===== config.mk =====
export PLATFORM = sky130hd
export DESIGN_NAME = sema_sipo_rx
export DESIGN_NICKNAME = d
export VERILOG_FILES = /design/src/rtl/sema_pkg.sv /design/src/rtl/sema_bit_cnt.sv /design/src/rtl/sema_sipo_rx.sv
export SDC_FILE = /design/constraint.sdc
export NUM_CORES = 1
export LEC_CHECK = 0
export ABC_CLOCK_PERIOD_IN_PS = 3200
export CORE_ASPECT_RATIO = 0.7
export CORE_MARGIN = 2
export CORE_UTILIZATION = 53
export DETAILED_ROUTE_END_ITERATION = 16
export PLACE_DENSITY = 0.87
export SETUP_SLACK_MARGIN = 0.5
export SYNTH_ARGS = -nofsm -noshare
export SYNTH_HDL_FRONTEND = slang
export SYNTH_HIERARCHICAL = 1
export SYNTH_SLANG_ARGS = --single-unit

===== constraint.sdc =====
create_clock -name clk -period 3.2 [get_ports clk]
set_input_delay 0.32 -clock clk [delete_from_list [all_inputs] [get_ports clk]]
set_output_delay 0.32 -clock clk [all_outputs]
set_load 0.02 [all_outputs]

===== src/rtl/sema_pkg.sv =====
// Shared types for the serial-in/parallel-out receiver: FSM state encoding and
// the bit-counter width helper.
package sema_pkg;

  typedef enum logic [1:0] {
    IDLE  = 2'd0,
    SHIFT = 2'd1,
    STOP  = 2'd2
  } state_t;

  // Counter must be able to hold the value SIZE itself.
  function automatic int cnt_width(input int size);
    return $clog2(size + 1);
  endfunction

endpackage


===== src/rtl/sema_bit_cnt.sv =====
// Saturating data-bit counter: cleared at the start bit, advanced once per
// shifted bit; tc flags that the bit being shifted now is the last one.
module sema_bit_cnt
  import sema_pkg::*;
#(
  parameter int SIZE = 8
) (
  input  logic clk,
  input  logic srst,
  input  logic clr,
  input  logic en,
  output logic tc
);

  localparam int CW = cnt_width(SIZE);

  logic [CW-1:0] cnt_q;
  logic [CW-1:0] cnt_d;

  always_comb begin
    cnt_d = cnt_q;
    if (clr) begin
      cnt_d = '0;
    end else if (en && (cnt_q != CW'(SIZE))) begin
      cnt_d = cnt_q + CW'(1);
    end
  end

  always_ff @(posedge clk) begin
    if (srst) begin
      cnt_q <= '0;
    end else begin
      cnt_q <= cnt_d;
    end
  end

  assign tc = (cnt_q == CW'(SIZE - 1));

endmodule


===== src/rtl/sema_sipo_rx.sv =====
// Strobed serial receiver: start bit, SIZE data bits LSB first, stop bit,
// delivered on a valid/ready output with frame-error and overrun reporting.
module sema_sipo_rx
  import sema_pkg::*;
#(
  parameter int SIZE = 8,
  parameter int SET  = 0
) (
  input  logic            clk,
  input  logic            Reset,
  input  logic            CE,
  input  logic            sdi,
  input  logic            ready,
  output logic [SIZE-1:0] data,
  output logic            valid,
  output logic            frame_err,
  output logic            overrun
);

  state_t          state_q, state_d;
  logic [SIZE-1:0] sr_q, sr_d;
  logic [SIZE-1:0] data_q, data_d;
  logic            valid_q, valid_d;
  logic            frame_err_q, frame_err_d;
  logic            overrun_q, overrun_d;

  logic cnt_clr, cnt_en, shift_en, stop_good, stop_bad, bit_tc, load;

  sema_bit_cnt #(.SIZE(SIZE)) u_bit_cnt (
    .clk  (clk),
    .srst (Reset),
    .clr  (cnt_clr),
    .en   (cnt_en),
    .tc   (bit_tc)
  );

  always_ff @(posedge clk) begin
    if (Reset) begin
      state_q <= IDLE;
    end else begin
      state_q <= state_d;
    end
  end

  always_comb begin
    state_d = state_q;
    if (CE) begin
      case (state_q)
        IDLE:    if (!sdi) state_d = SHIFT;
        SHIFT:   if (bit_tc) state_d = STOP;
        STOP:    state_d = IDLE;
        default: state_d = IDLE;
      endcase
    end
  end

  always_comb begin
    cnt_clr   = 1'b0;
    cnt_en    = 1'b0;
    shift_en  = 1'b0;
    stop_good = 1'b0;
    stop_bad  = 1'b0;
    if (CE) begin
      case (state_q)
        IDLE:  cnt_clr = !sdi;
        SHIFT: begin
          cnt_en   = 1'b1;
          shift_en = 1'b1;
        end
        STOP: begin
          stop_good = sdi;
          stop_bad  = !sdi;
        end
        default: ;
      endcase
    end
  end

  // A finished word is taken only if the output slot is free or being drained
  // in this same cycle; otherwise it is dropped and overrun latches.
  always_comb begin
    sr_d        = shift_en ? ((SIZE'(sdi) << (SIZE - 1)) | (sr_q >> 1)) : sr_q;
    load        = stop_good && (!valid_q || ready);
    data_d      = load ? sr_q : data_q;
    valid_d     = load || (valid_q && !ready);
    overrun_d   = overrun_q || (stop_good && valid_q && !ready);
    frame_err_d = stop_bad;
  end

  always_ff @(posedge clk) begin
    if (Reset) begin
      sr_q        <= '0;
      data_q      <= SIZE'(SET);
      valid_q     <= 1'b0;
      frame_err_q <= 1'b0;
      overrun_q   <= 1'b0;
    end else begin
      sr_q        <= sr_d;
      data_q      <= data_d;
      valid_q     <= valid_d;
      frame_err_q <= frame_err_d;
      overrun_q   <= overrun_d;
    end
  end

  assign data      = data_q;
  assign valid     = valid_q;
  assign frame_err = frame_err_q;
  assign overrun   = overrun_q;

endmodule


## Word-level counts from Yosys, hierarchy flattened

Cells that the tools add are included.

- Add/sub/neg operators: 1
- Multiply operators: 0
- Divide/modulo/power cells: 0
- $lt $le $gt $ge: 0
- Equality and inequality tests: 6
- Shift operators: 0
- Muxes and demuxes: 9
- Bitwise logic cells: 3
- Reduce and logical (&&, ||, !) cells: 15

Operator list:

| operator | count |
|---|---|
| $or 8x7->8 | 1 |
| $mux 1 | 6 |
| $logic_and 1x1->1 | 5 |
| $add 4x1->4 const B | 1 |
| $eq 4x3->1 const B | 1 |
| $mux 2 | 2 |
| $ne 2x2->1 const B | 2 |
| $ne 4x4->1 const B | 1 |
| $pmux 2 s2 | 1 |
| $logic_not 1->1 | 3 |
| $logic_or 1x1->1 | 3 |
| $reduce_and 3->1 | 1 |
| $reduce_or 3->1 | 1 |
| $eq 2x1->1 const B | 1 |
| $eq 2x2->1 const B | 1 |
| $logic_not 2->1 | 1 |
| $not 1->1 | 2 |
| $reduce_or 2->1 | 1 |

- Flip-flop bits (word level): 25
- Bits in latches: 0
- Memory bits (writable): 0
- Bits in read-only memories: 0
- Bits of input ports: 5
- Output and inout bits: 11
- Logic and storage cells: 41
- Memories: 0

## Logic depth before layout (Yosys ltp)

Gate-level depths: netlist (run 1).

- Depth in word-level cells: 6
- Gate-level depth with buffers: 6
- Mapped depth without buffers: 6

## Hierarchy

The synthesis (run 1) kept the hierarchy.

Modules (own cells, without submodules):

| module | times used | cells an instance | area each (um^2) | seq. area each (um^2) |
|---|---|---|---|---|
| sema_sipo_rx | 1 | 85 | 799.5 | 420.4 |
| sema_bit_cnt | 1 | 26 | 237.7 | 80.1 |

## Worst setup path after synthesis (run 1)

OpenSTA, ideal clock, no wires.

- Kind: register -> register
- Start point: register state_q[1]
- End point: register u_bit_cnt.cnt_q[3]
- Setup time: 0.078 ns
- Arrival time: 1.161 ns
- Data required time: 3.122 ns
- Path slack: 1.961 ns
- Cell stages (with the launch flop): 7
- Buffers on the path: 1
- Period minus slack after synthesis: 1.239 ns
- Path through: dfxtp_1 -> nand3b_1 -> buf_4 -> inv_1 -> nand4_1 -> xor2_1 -> nor3_1

- Longest elaborated chain between the ends: 4
- Elaborated cells on any way between the ends: 8

RTL lines:

| element | line | text |
|---|---|---|
| from (decl) | sema_sipo_rx.sv:20 | `state_t state_q, state_d;` |
| from (signal assigned) | sema_sipo_rx.sv:41 | `state_q <= state_d;` |
| $eq 2x1->1 | sema_sipo_rx.sv:64 | `case (state_q)` |
| $mux 1 | sema_sipo_rx.sv:64 |  |
| $mux 1 | sema_sipo_rx.sv:63 | `if (CE) begin` |
| via cnt_en | sema_sipo_rx.sv:27 | `logic cnt_clr, cnt_en, shift_en, stop_good, stop_bad, bit_tc, load;` |
| $logic_and 1x1->1 | sema_bit_cnt.sv:24 | `end else if (en && (cnt_q != CW'(SIZE))) begin` |
| to (signal assigned) | sema_bit_cnt.sv:33 | `cnt_q <= cnt_d;` |
| to (decl) | sema_bit_cnt.sv:17 | `logic [CW-1:0] cnt_q;` |

The timed path passes the listed nets, and every way through them passes these cells.
A chain may end at the register's enable or synchronous reset.

## Worst setup path after layout (run 1)

- Start point: input port CE
- End point: register u_bit_cnt.cnt_q[1]

- Longest elaborated chain between the ends: 2
- Elaborated cells on any way between the ends: 4

RTL lines:

| element | line | text |
|---|---|---|
| from (decl) | sema_sipo_rx.sv:11 | `input logic CE,` |
| $mux 1 | sema_sipo_rx.sv:63 |  |
| via cnt_en | sema_sipo_rx.sv:27 |  |
| $logic_and 1x1->1 | sema_bit_cnt.sv:24 |  |

The timed path passes the listed nets, and every way through them passes these cells.

==> results.txt, run 1 <==
Slew Limit Fails: 0
crit path max fanout: 9
Synth Area per Inst: 9.34 um^2
setup bufs post-CTS: 0
Final Hold Fails: 0
Final Setup Violations: 0
cell taking the most area after synthesis: dfxtp_1
Detailed Place HPWL: 1400 um
CP top delay family: buffers and inverters
minimum clock period: 1770 ps
Synth Register Bits: 25
Boundary Pins: 16
Hold WS: 480 ps
clock latency at the later pin of the worst-skew pair: 320 ps
Max Cap Viol: 0
clk buf depth: 2
slew of the pin with the lowest slew margin: 912 ps
leakage power: 0.469 nW
largest net degree at the start of global routing: 26
clk sink count: 25
net count after synthesis: 118
synth top area cells: dfxtp_1 48%, mux2i_1 7.7%, a21oi_1 4.8%
post-synth top area share: 0.483
Yosys warning total: 6
Vias/cell: 5.50
post-route ant nets: 0
Post-Syn Area: 0.00104 mm^2
Final #Nets: 133
setup TNS: 0 ps
initial antenna violation count: 0
Area growth syn-to-layout: 17.5%
worst hold path class: reg -> reg
power after layout: 487 uW
die width: 56.9 um
pwr/cell area: 400 mW/mm^2
Max VDD drop: 0.000394 V
Post-synth ARST share: 0
Post-CTS Resized: 0
first-pass GRT wire length: 2930 um
# port buffers: 15
First-pass DRT Iterations: 4
# diodes: 0
met1 Track Usage GR: 0.205
drt wl/cell: 12.7 um
met2 usage: 0.311
FP Rows: 13
worst path cell trace: clkdlybuf4s50_1, nand3b_1, inv_1, inv_1, o21ai_1, a211oi_2
GR peak layer: met2
H-tree levels: 1
Die H: 41.0 um
number of global-route vias before repair: 665
residual DRC count: 0
Setup Crit Path Kind: in -> reg
Final Wtd Congestion: 0.799
M3 GR Usage: 0.0599
period utilization: 0.552
part of the Yosys area used for sequential elements: 0.483
CORE AREA: 0.00185 mm^2
most used cell, CP: inv_1
GRT overflow: 0
Distinct cells, synth: 31
via count: 809
DRC violation total after the first TritonRoute iteration: 9
most frequent cell after synthesis: dfxtp_1
WP data required: 3380 ps
clk root buf: clkbuf_4
RSZ-0062 raised after global routing: false
hold_buf cts: 0
share of cells above drive strength 1: 0.0800
Synth Flop Type: dfxtp_1
outcome: finished clean
Core Util, Final: 0.657
Worst Path Arrival: 1950 ps
clk_skew: 7.28 ps
crit start category: input port
Crit. End Element: register
Post-synth EDFFs: 0
Critical Path Slowest Stage Cell: clkdlybuf4s50_1
number of filler cells placed in the layout: 169
WP buf/inv: 3
list of most frequent post-synthesis cells: 25 x dfxtp_1, 12 x nor2_1, 10 x a21oi_1, 10 x nand3_1
Max stage delay on crit path: 550 ps
WL final: 1870 um
Post-Synthesis Cells: 111
fmax: 566 MHz
Max-slew headroom: 0.390
clk slew on worst S/H paths: 130 ps
Num CTS Buffers: 3
gr usage total: 0.175
Die ar.: 0.00233 mm^2
initial core utilization: 0.559
CTS tree: yes
## report_power, final
part / total, mW / leakage, nW / internal (mW) / switching (mW)
logic: 0.0304 / 0.250 / 0.0136 / 0.0168
registers: 0.317 / 0.202 / 0.314 / 0.00320
clock network: 0.139 / 0.0177 / 0.0469 / 0.0924
total: 0.487 / 0.469 / 0.375 / 0.112
## per-stage QoR
| step | area [um^2] | std cells | setup slack (ps) |
|---|---|---|---|
| floorplan | 1040 | 111 | 1960 |
| global placement | 1190 | 143 | 1170 |
| detailed placement | 1190 | 143 | 1080 |
| CTS | 1220 | 147 | 1440 |
| global route | 1220 | 147 | 1240 |
| finish | 1220 | 147 | 1430 |
## state kept, by name, summed over array words and instances (netlist names)
signal           flops
valid                1
state_q              2
data                 8
u_bit_cnt/cnt_q      4
sr_q                 8
overrun              1
frame_err            1
## worst register-to-register path, delay by kind of cell, from the launching register on
| kind | cells | cell delay, ps |
|---|---|---|
| DFF | 1 | 380 |
| buffers and inverters | 2 | 420 |
| AOI/OAI and AO/OA | 2 | 270 |
| and+or+nand+nor | 1 | 470 |
## kinds of logic (layout without fill, tap and decap cells)
group	Yosys count	after routing	share of synthesized area
and+or+nand+nor	40	40	0.215
AOI/OAI and AO/OA	25	25	0.145
DFF	25	25	0.483
muxes	9	9	0.0881
buffers and inverters	9	23	0.0374
adders and majority gates	2	2	0.0241
xor gates and xnor gates	1	1	0.00845
## routing by layer
metal | wire [um] | share of wire | up-vias
li1 | - | - | 417
met1 | 880 | 0.47 | 376
met2 | 889 | 0.48 | 13
met3 | 82 | 0.044 | 3
met4 | 17 | 0.0091 | 0
met5 | 0 | 0 | -
## final timing paths
kind / from / to / slack [ps] / depth (start not counted)
worst max-delay path: CE / u_bit_cnt/cnt_q[1]$_SDFFE_PP0P_ / 1430 / 6
worst min-delay path: sr_q[0]$_SDFFE_PP0P_ / data[0]$_SDFFE_PP0P_ / 480 / 2
worst max register to register: state_q[1]$_SDFFE_PP0P_ / u_bit_cnt/cnt_q[1]$_SDFFE_PP0P_ / 1530 / 5
worst min register to register: sr_q[0]$_SDFFE_PP0P_ / data[0]$_SDFFE_PP0P_ / 480 / 2
## final cells by class
class	instances	area [um^2]	share of cell area
well taps	22	27.5	0.0226
clock buffers	3	22.5	0.0185
inverters	4	15.0	0.0123
flip-flops and latches	25	500	0.411
multi-input cells	77	498	0.409
repair buffers	15	150	0.123
clock inverters	1	5.00	0.00411
## layout by cell type (no fill, tap or decap), drive strengths merged
| cell type | n |
|---|---|
| nand4 | 1 |
| nor2 | 12 |
| nor3 | 2 |
| a32oi | 1 |
| nand2 | 2 |
| or3b | 1 |
| and2b | 1 |
| xor2 | 1 |
| ha | 2 |
| a21oi | 11 |
| dfxtp | 25 |
| inv | 4 |
| clkinv | 1 |
| and4b | 1 |
| nand2b | 3 |
| clkbuf | 3 |
| nor2b | 1 |
| nand3b | 2 |
| clkdlybuf4s50 | 15 |
| nor3b | 1 |
| nand3 | 11 |
| a211oi | 2 |
| o21ai | 10 |
| mux2i | 8 |
| and3b | 1 |
| mux2 | 1 |
| nand4b | 1 |
| a21o | 1 |
(Power assumes the default switching activity.)
==> run 2: changes to the inputs <==
Settings changed: ABC_CLOCK_PERIOD_IN_PS 3200 to 1520, CORE_UTILIZATION 53 to 46, PLACE_DENSITY 0.87 to 0.81.
Clock period 3.2 ns to 1.52 ns, I/O delays scaled along.
==> results.txt, run 2 (same netlist as run 1, synthesis figures left out) <==
clk sink count: 25 (unchanged)
dpl cells: 155 (+8.4%)
hold_sp: CE
fmax: 787 MHz
sw frac: 0.230 (-0.000538)
WL final: 2120 um (+14%)
via count: 887 (+9.6%)
Max-slew headroom: 0.772 (+0.383)
number of global-route vias before repair: 813 (+22%)
worst reg2reg path depth: 5 (unchanged)
number of filler cells placed in the layout: 178 (+5.3%)
WP data required: 1770 ps (-1610 ps)
H-tree levels: 1 (unchanged)
post-route ant nets: 0 (unchanged)
Max VDD drop: 0.000535 V (+36%)
clk buf depth: 2 (unchanged)
minimum clock period: 1270 ps
DRC violation total after the first TritonRoute iteration: 13 (+4)
CORE AREA: 0.00214 mm^2 (+15%)
Final #Nets: 145 (+9.0%)
Final Wtd Congestion: 0.681 (-15%)
worst path cell trace: nand3b_1, inv_4, nand4_1, xor2_1, nor3_1
Combinational Power Share: 0.091 (+0.029)
# port buffers: 15 (unchanged)
Area growth syn-to-layout: 34.0%
WP buf/inv: 1 (-2)
share of cells above drive strength 1: 0.409 (+0.329)
most frequent cells in the layout: 19 x dfxtp_1, 17 x buf_4, 10 x a21oi_1
worst hold path stage count: 3 (+1)
Crit. End Element: register
CTS tree: yes
post-route design area: 0.00139 mm^2 (+14%)
drt wl/cell: 12.6 um (-1.2%)
clk_skew: 4.56 ps (-2.72 ps)
residual DRC count: 0 (unchanged)
clk root buf: clkbuf_4
period utilization: 0.836
clock latency at the later pin of the worst-skew pair: 310 ps (about the same)
internal power: 807 uW (+120%)
gr usage total: 0.174 (-0.000774)
Setup Crit Path Kind: reg -> reg
slew of the pin with the lowest slew margin: 340 ps (-573 ps)
Vias/cell: 5.25 (-4.6%)
FP Rows: 14 (+1)
Die ar.: 0.00266 mm^2 (+14%)
GRT overflow: 0 (unchanged)
die width: 60.8 um (+6.8%)
initial core utilization: 0.485 (-0.0740)
final std cells w/o fill: 169 (+15%)
Boundary Pins: 16 (unchanged)
largest net degree at the start of global routing: 26 (unchanged)
initial antenna violation count: 0 (unchanged)
Worst Path Arrival: 1520 ps (-430 ps)
reg2reg end: u_bit_cnt/cnt_q[3]$_SDFFE_PP0P_
First-pass DRT Iterations: 4 (unchanged)
DP Area: 0.00125 mm^2 (+4.6%)
Detailed Place HPWL: 1410 um (+0.56%)
Reg2Reg Launch Point: state_q[1]$_SDFFE_PP0P_
# diodes: 0 (unchanged)
Die H: 43.7 um (+6.6%)
outcome: finished clean
setup ws final: 249 ps (-1180 ps)
post-place setup slack: -26.1 ps (-1100 ps)
crit start category: register
Worst Hold Endpoint: state_q[0]$_SDFFE_PP0P_
Final Hold Fails: 0 (unchanged)
Seq pwr share: 0.633 (-0.018)
Worst R2R Setup Slack: 250 ps (-1280 ps)
CP top delay family: simple AND/OR/NAND/NOR gates
Critical Path Slowest Stage Cell: dfxtp_4
crit path max fanout: 6 (-3)
first-pass GRT wire length: 3440 um (+17%)
hold_buf cts: 0 (unchanged)
pwr/cell area: 755 mW/mm^2 (+89%)
NetSw: 242 uW (+110%)
Max Cap Viol: 0 (unchanged)
power after layout: 1.05 mW (+120%)
commonest non-fill, non-tap cell in the layout: dfxtp_1
leakage power: 0.562 nW (+20%)
worst hold path class: in -> reg
clock share of power: 0.276 (-0.010)
clk slew on worst S/H paths: 130 ps (about the same)
Final Setup Violations: 0 (unchanged)
RSZ-0062 raised after global routing: true
Max stage delay on crit path: 370 ps (-180 ps)
Num CTS Buffers: 3 (unchanged)
Slew Limit Fails: 0 (unchanged)
## run 2: routing by layer
| layer | track usage | share of wire | wire [um] | up-vias |
|---|---|---|---|---|
| met3 | 0.0537 | 0.038 | 81 | 0 |
| met1 | 0.220 | 0.46 | 983 | 422 |
| met5 | 0 | 0 | 0 | - |
| met4 | 0.0391 | 0 | 0 | 0 |
| li1 | - | - | - | 449 |
| met2 | 0.292 | 0.50 | 1060 | 16 |
## run 2: cell type report
class                   count  area [um^2]  share of cell area
multi-input cells          77          586               0.421
flip-flops and latches     25          518               0.373
repair buffers             27          203               0.146
well taps                  32         40.0              0.0288
clock buffers               4         26.3              0.0189
inverters                   4         17.5              0.0126
## run 2: worst register-to-register path, delay by kind of cell, from the launching register on
kind	cells	cell delay, ps
buffers and inverters	1	130
flip-flops	1	370
AND/OR/NAND/NOR	3	540
XOR/XNOR	1	180
## run 2: what timing repair did
action / 4_1_cts / 5_1_grt
buffers inserted: 5 / 5
pin swaps: 7 / 12
setup endpoints to repair: 36 / 30
resized for setup: 51 / 27
## run 2: how the worst max path moves through the flow
stage                             from                              end  slack [ps]  cells past startpoint
5_1_grt        state_q[1]$_SDFFE_PP0P_  u_bit_cnt/cnt_q[3]$_SDFFE_PP0P_         200                      5
4_1_cts               valid$_SDFF_PP0_                            valid         330                      1
3_3_place_gp                        CE  u_bit_cnt/cnt_q[3]$_SDFFE_PP0P_          20                      4
2_1_floorplan  state_q[1]$_SDFFE_PP0P_  u_bit_cnt/cnt_q[3]$_SDFFE_PP0P_         400                      6
3_5_place_dp                        CE             data[3]$_SDFFE_PP0P_         -30                      4
6_report       state_q[1]$_SDFFE_PP0P_  u_bit_cnt/cnt_q[3]$_SDFFE_PP0P_         250                      5
## run 2: power groups by stage
| stage | Sequential, mW | Combinational, mW | Clock [mW] |
|---|---|---|---|
| 6_report | 0.665 | 0.0952 | 0.289 |
| 5_1_grt | 0.666 | 0.104 | 0.328 |
| 4_1_cts | 0.664 | 0.0797 | 0.304 |
| 2_1_floorplan | 0.682 | 0.0501 | 0 |
| 3_5_place_dp | 0.685 | 0.0730 | 0 |
| 3_3_place_gp | 0.684 | 0.0702 | 0 |
## run 2: through the flow
step                      TNS (ps)   util  hold slack (ps)
after global placement           0  0.583              455
final                            0  0.650              411
after detailed placement      -230  0.583              460
after floorplan                  0      -              209
after CTS                        0  0.599              343
after global routing             0  0.650              412
==> run 3: changes to the inputs <==
Settings changed: ABC_CLOCK_PERIOD_IN_PS 1520 to 1100.
Clock period 1.52 ns to 1.1 ns, I/O delays scaled along.
==> results.txt, run 3 (same netlist as run 1, synthesis figures left out) <==
crit start category: register
initial core utilization: 0.485 (unchanged)
Max VDD drop: 0.000664 V (+24%)
WP buf/inv: 2 (+1)
Die H: 43.7 um (unchanged)
CORE AREA: 0.00214 mm^2 (unchanged)
internal power: 1.13 mW (+40%)
Slew Limit Fails: 0 (unchanged)
worst hold path class: reg -> reg
slew of the pin with the lowest slew margin: 251 ps (-88.4 ps)
clk_skew: 3.05 ps (-1.51 ps)
leakage power: 0.616 nW (+9.7%)
Combinational Power Share: 0.103 (+0.012)
final std cells w/o fill: 177 (+4.7%)
clock latency at the later pin of the worst-skew pair: 330 ps (+20 ps)
minimum clock period: 1230 ps (-39.5 ps)
post-route design area: 0.00160 mm^2 (+15%)
# port buffers: 15 (unchanged)
Boundary Pins: 16 (unchanged)
clock share of power: 0.283 (+0.007)
DP Area: 0.00136 mm^2 (+8.7%)
DRC violation total after the first TritonRoute iteration: 32 (+19)
number of filler cells placed in the layout: 141 (-21%)
First-pass DRT Iterations: 5 (+1)
clk slew on worst S/H paths: 140 ps (about the same)
WL final: 2640 um (+24%)
clk buf depth: 2 (unchanged)
register area: 527 um^2 (+1.7%)
setup ws final: -131 ps (-381 ps)
fmax: 812 MHz (+3.2%)
Setup Crit Path Kind: reg -> reg
Vias/cell: 5.25 (+0.11%)
dpl cells: 166 (+7.1%)
post-route ant nets: 0 (unchanged)
sw frac: 0.249 (+0.0185)
Critical Path Slowest Stage Cell: dfxtp_2
initial antenna violation count: 0 (unchanged)
Final Hold Fails: 0 (unchanged)
Area growth syn-to-layout: 53.8%
outcome: finished, violations left
number of global-route vias before repair: 918 (+13%)
H-tree levels: 1 (unchanged)
clk root buf: clkbuf_4
clk sink count: 25 (unchanged)
Seq pwr share: 0.615 (-0.018)
Crit. End Element: register
Final Setup Violations: 18 (+18)
Final #Nets: 153 (+5.5%)
CP top delay family: flip-flops
Max stage delay on crit path: 360 ps (about the same)
# diodes: 0 (unchanged)
CTS tree: yes
Detailed Place HPWL: 1640 um (+16%)
Max Cap Viol: 0 (unchanged)
residual DRC count: 0 (unchanged)
GRT overflow: 0 (unchanged)
drt wl/cell: 14.9 um (+19%)
pwr/cell area: 940 mW/mm^2 (+25%)
worst path cell trace: nand3b_1, inv_4, buf_4, nand2_1, a32oi_2, nor3_1
die width: 60.8 um (unchanged)
largest net degree at the start of global routing: 26 (unchanged)
first-pass GRT wire length: 4220 um (+23%)
gr usage total: 0.222 (+0.0483)
Worst Path Arrival: 1460 ps (-60 ps)
most frequent cells in the layout: 15 x buf_6, 15 x buf_4, 12 x dfxtp_2
NetSw: 373 uW (+54%)
failing checks: setup timing
period utilization: 1.12 (+0.283)
RSZ-0062 raised after global routing: true
Max-slew headroom: 0.832 (+0.0596)
area of the multi-input gates: 642 um^2 (+9.6%)
Final Wtd Congestion: 0.766 (+13%)
via count: 930 (+4.8%)
Num CTS Buffers: 3 (unchanged)
WP data required: 1330 ps (-440 ps)
FP Rows: 14 (unchanged)
crit path max fanout: 5 (-1)
share of cells above drive strength 1: 0.614 (+0.205)
Die ar.: 0.00266 mm^2 (unchanged)
hold_buf cts: 0 (unchanged)
## run 3: cell count changes in the layout (fill, tap and decap cells not counted), moves of 4 or more
cell | previous run | this run
buf_2 | 5 | 0
dfxtp_2 | 2 | 12
nand3_2 | 3 | 9
dfxtp_1 | 19 | 10
o21ai_0 | 6 | 0
nand3_1 | 8 | 2
buf_6 | 1 | 15
a21oi_2 | 1 | 9
a21oi_1 | 10 | 2
o21ai_1 | 3 | 7
## run 3: final timing paths
| check | endpoint | slack (ps) | start | cells past startpoint |
|---|---|---|---|---|
| max reg2reg | u_bit_cnt/cnt_q[2]$_SDFFE_PP0P_ | -130 | state_q[1]$_SDFFE_PP0P_ | 6 |
| min | data[0]$_SDFFE_PP0P_ | 480 | sr_q[0]$_SDFFE_PP0P_ | 2 |
| max | u_bit_cnt/cnt_q[2]$_SDFFE_PP0P_ | -130 | state_q[1]$_SDFFE_PP0P_ | 6 |
| min reg2reg | data[0]$_SDFFE_PP0P_ | 480 | sr_q[0]$_SDFFE_PP0P_ | 2 |
## run 3: metal layers
metal / share of wire / track usage / wire, um / up-vias
li1: - / - / - / 464
met2: 0.49 / 0.346 / 1290 / 18
met1: 0.45 / 0.278 / 1180 / 439
met4: 0.030 / 0.122 / 78 / 0
met3: 0.034 / 0.0627 / 90 / 9
met5: 0 / 0 / 0 / -
## run 3: stage by stage
stage	setup TNS, ps	utilization	power (mW)	setup slack [ps]	hold slack, ps
CTS	-636	0.716	1.48	-73.6	484
global placement	-5820	0.634	1.07	-311	454
finish	-1050	0.746	1.50	-131	485
detailed placement	-6680	0.634	1.08	-356	471
floorplan	-28.4	-	1.01	-15.8	167
global route	-2140	0.746	1.54	-226	493
## run 3: worst reg2reg max path: stages (launching register included)
cell and delay [ps]:
dfxtp_2 360, nand3b_1 220, inv_4 110, buf_4 120
nand2_1 50, a32oi_2 180, nor3_1 80
## run 3: area by class of cell
class	instances	share of cell area
Clock inverter	1	0.00314
Multi-Input combinational cell	77	0.402
Clock buffer	3	0.0141
Sequential cell	25	0.330
Timing Repair Buffer	35	0.214
Inverter	4	0.0110
Tap cell	32	0.0251
## run 3: repair_timing
| action | in CTS | in global routing |
|---|---|---|
| gates cloned | 1 | 0 |
| endpoints found under the setup margin | 36 | 36 |
| setup buffers | 4 | 2 |
| pin swaps | 22 | 4 |
| resized for setup | 99 | 13 |
## run 3: power by group through the flow
| stage | clock, mW | sequential [mW] | combinational, mW |
|---|---|---|---|
| 2_1_floorplan | 0 | 0.943 | 0.0697 |
| 3_3_place_gp | 0 | 0.943 | 0.125 |
| 3_5_place_dp | 0 | 0.945 | 0.131 |
| 4_1_cts | 0.416 | 0.922 | 0.147 |
| 5_1_grt | 0.455 | 0.923 | 0.163 |
| 6_report | 0.424 | 0.922 | 0.154 |
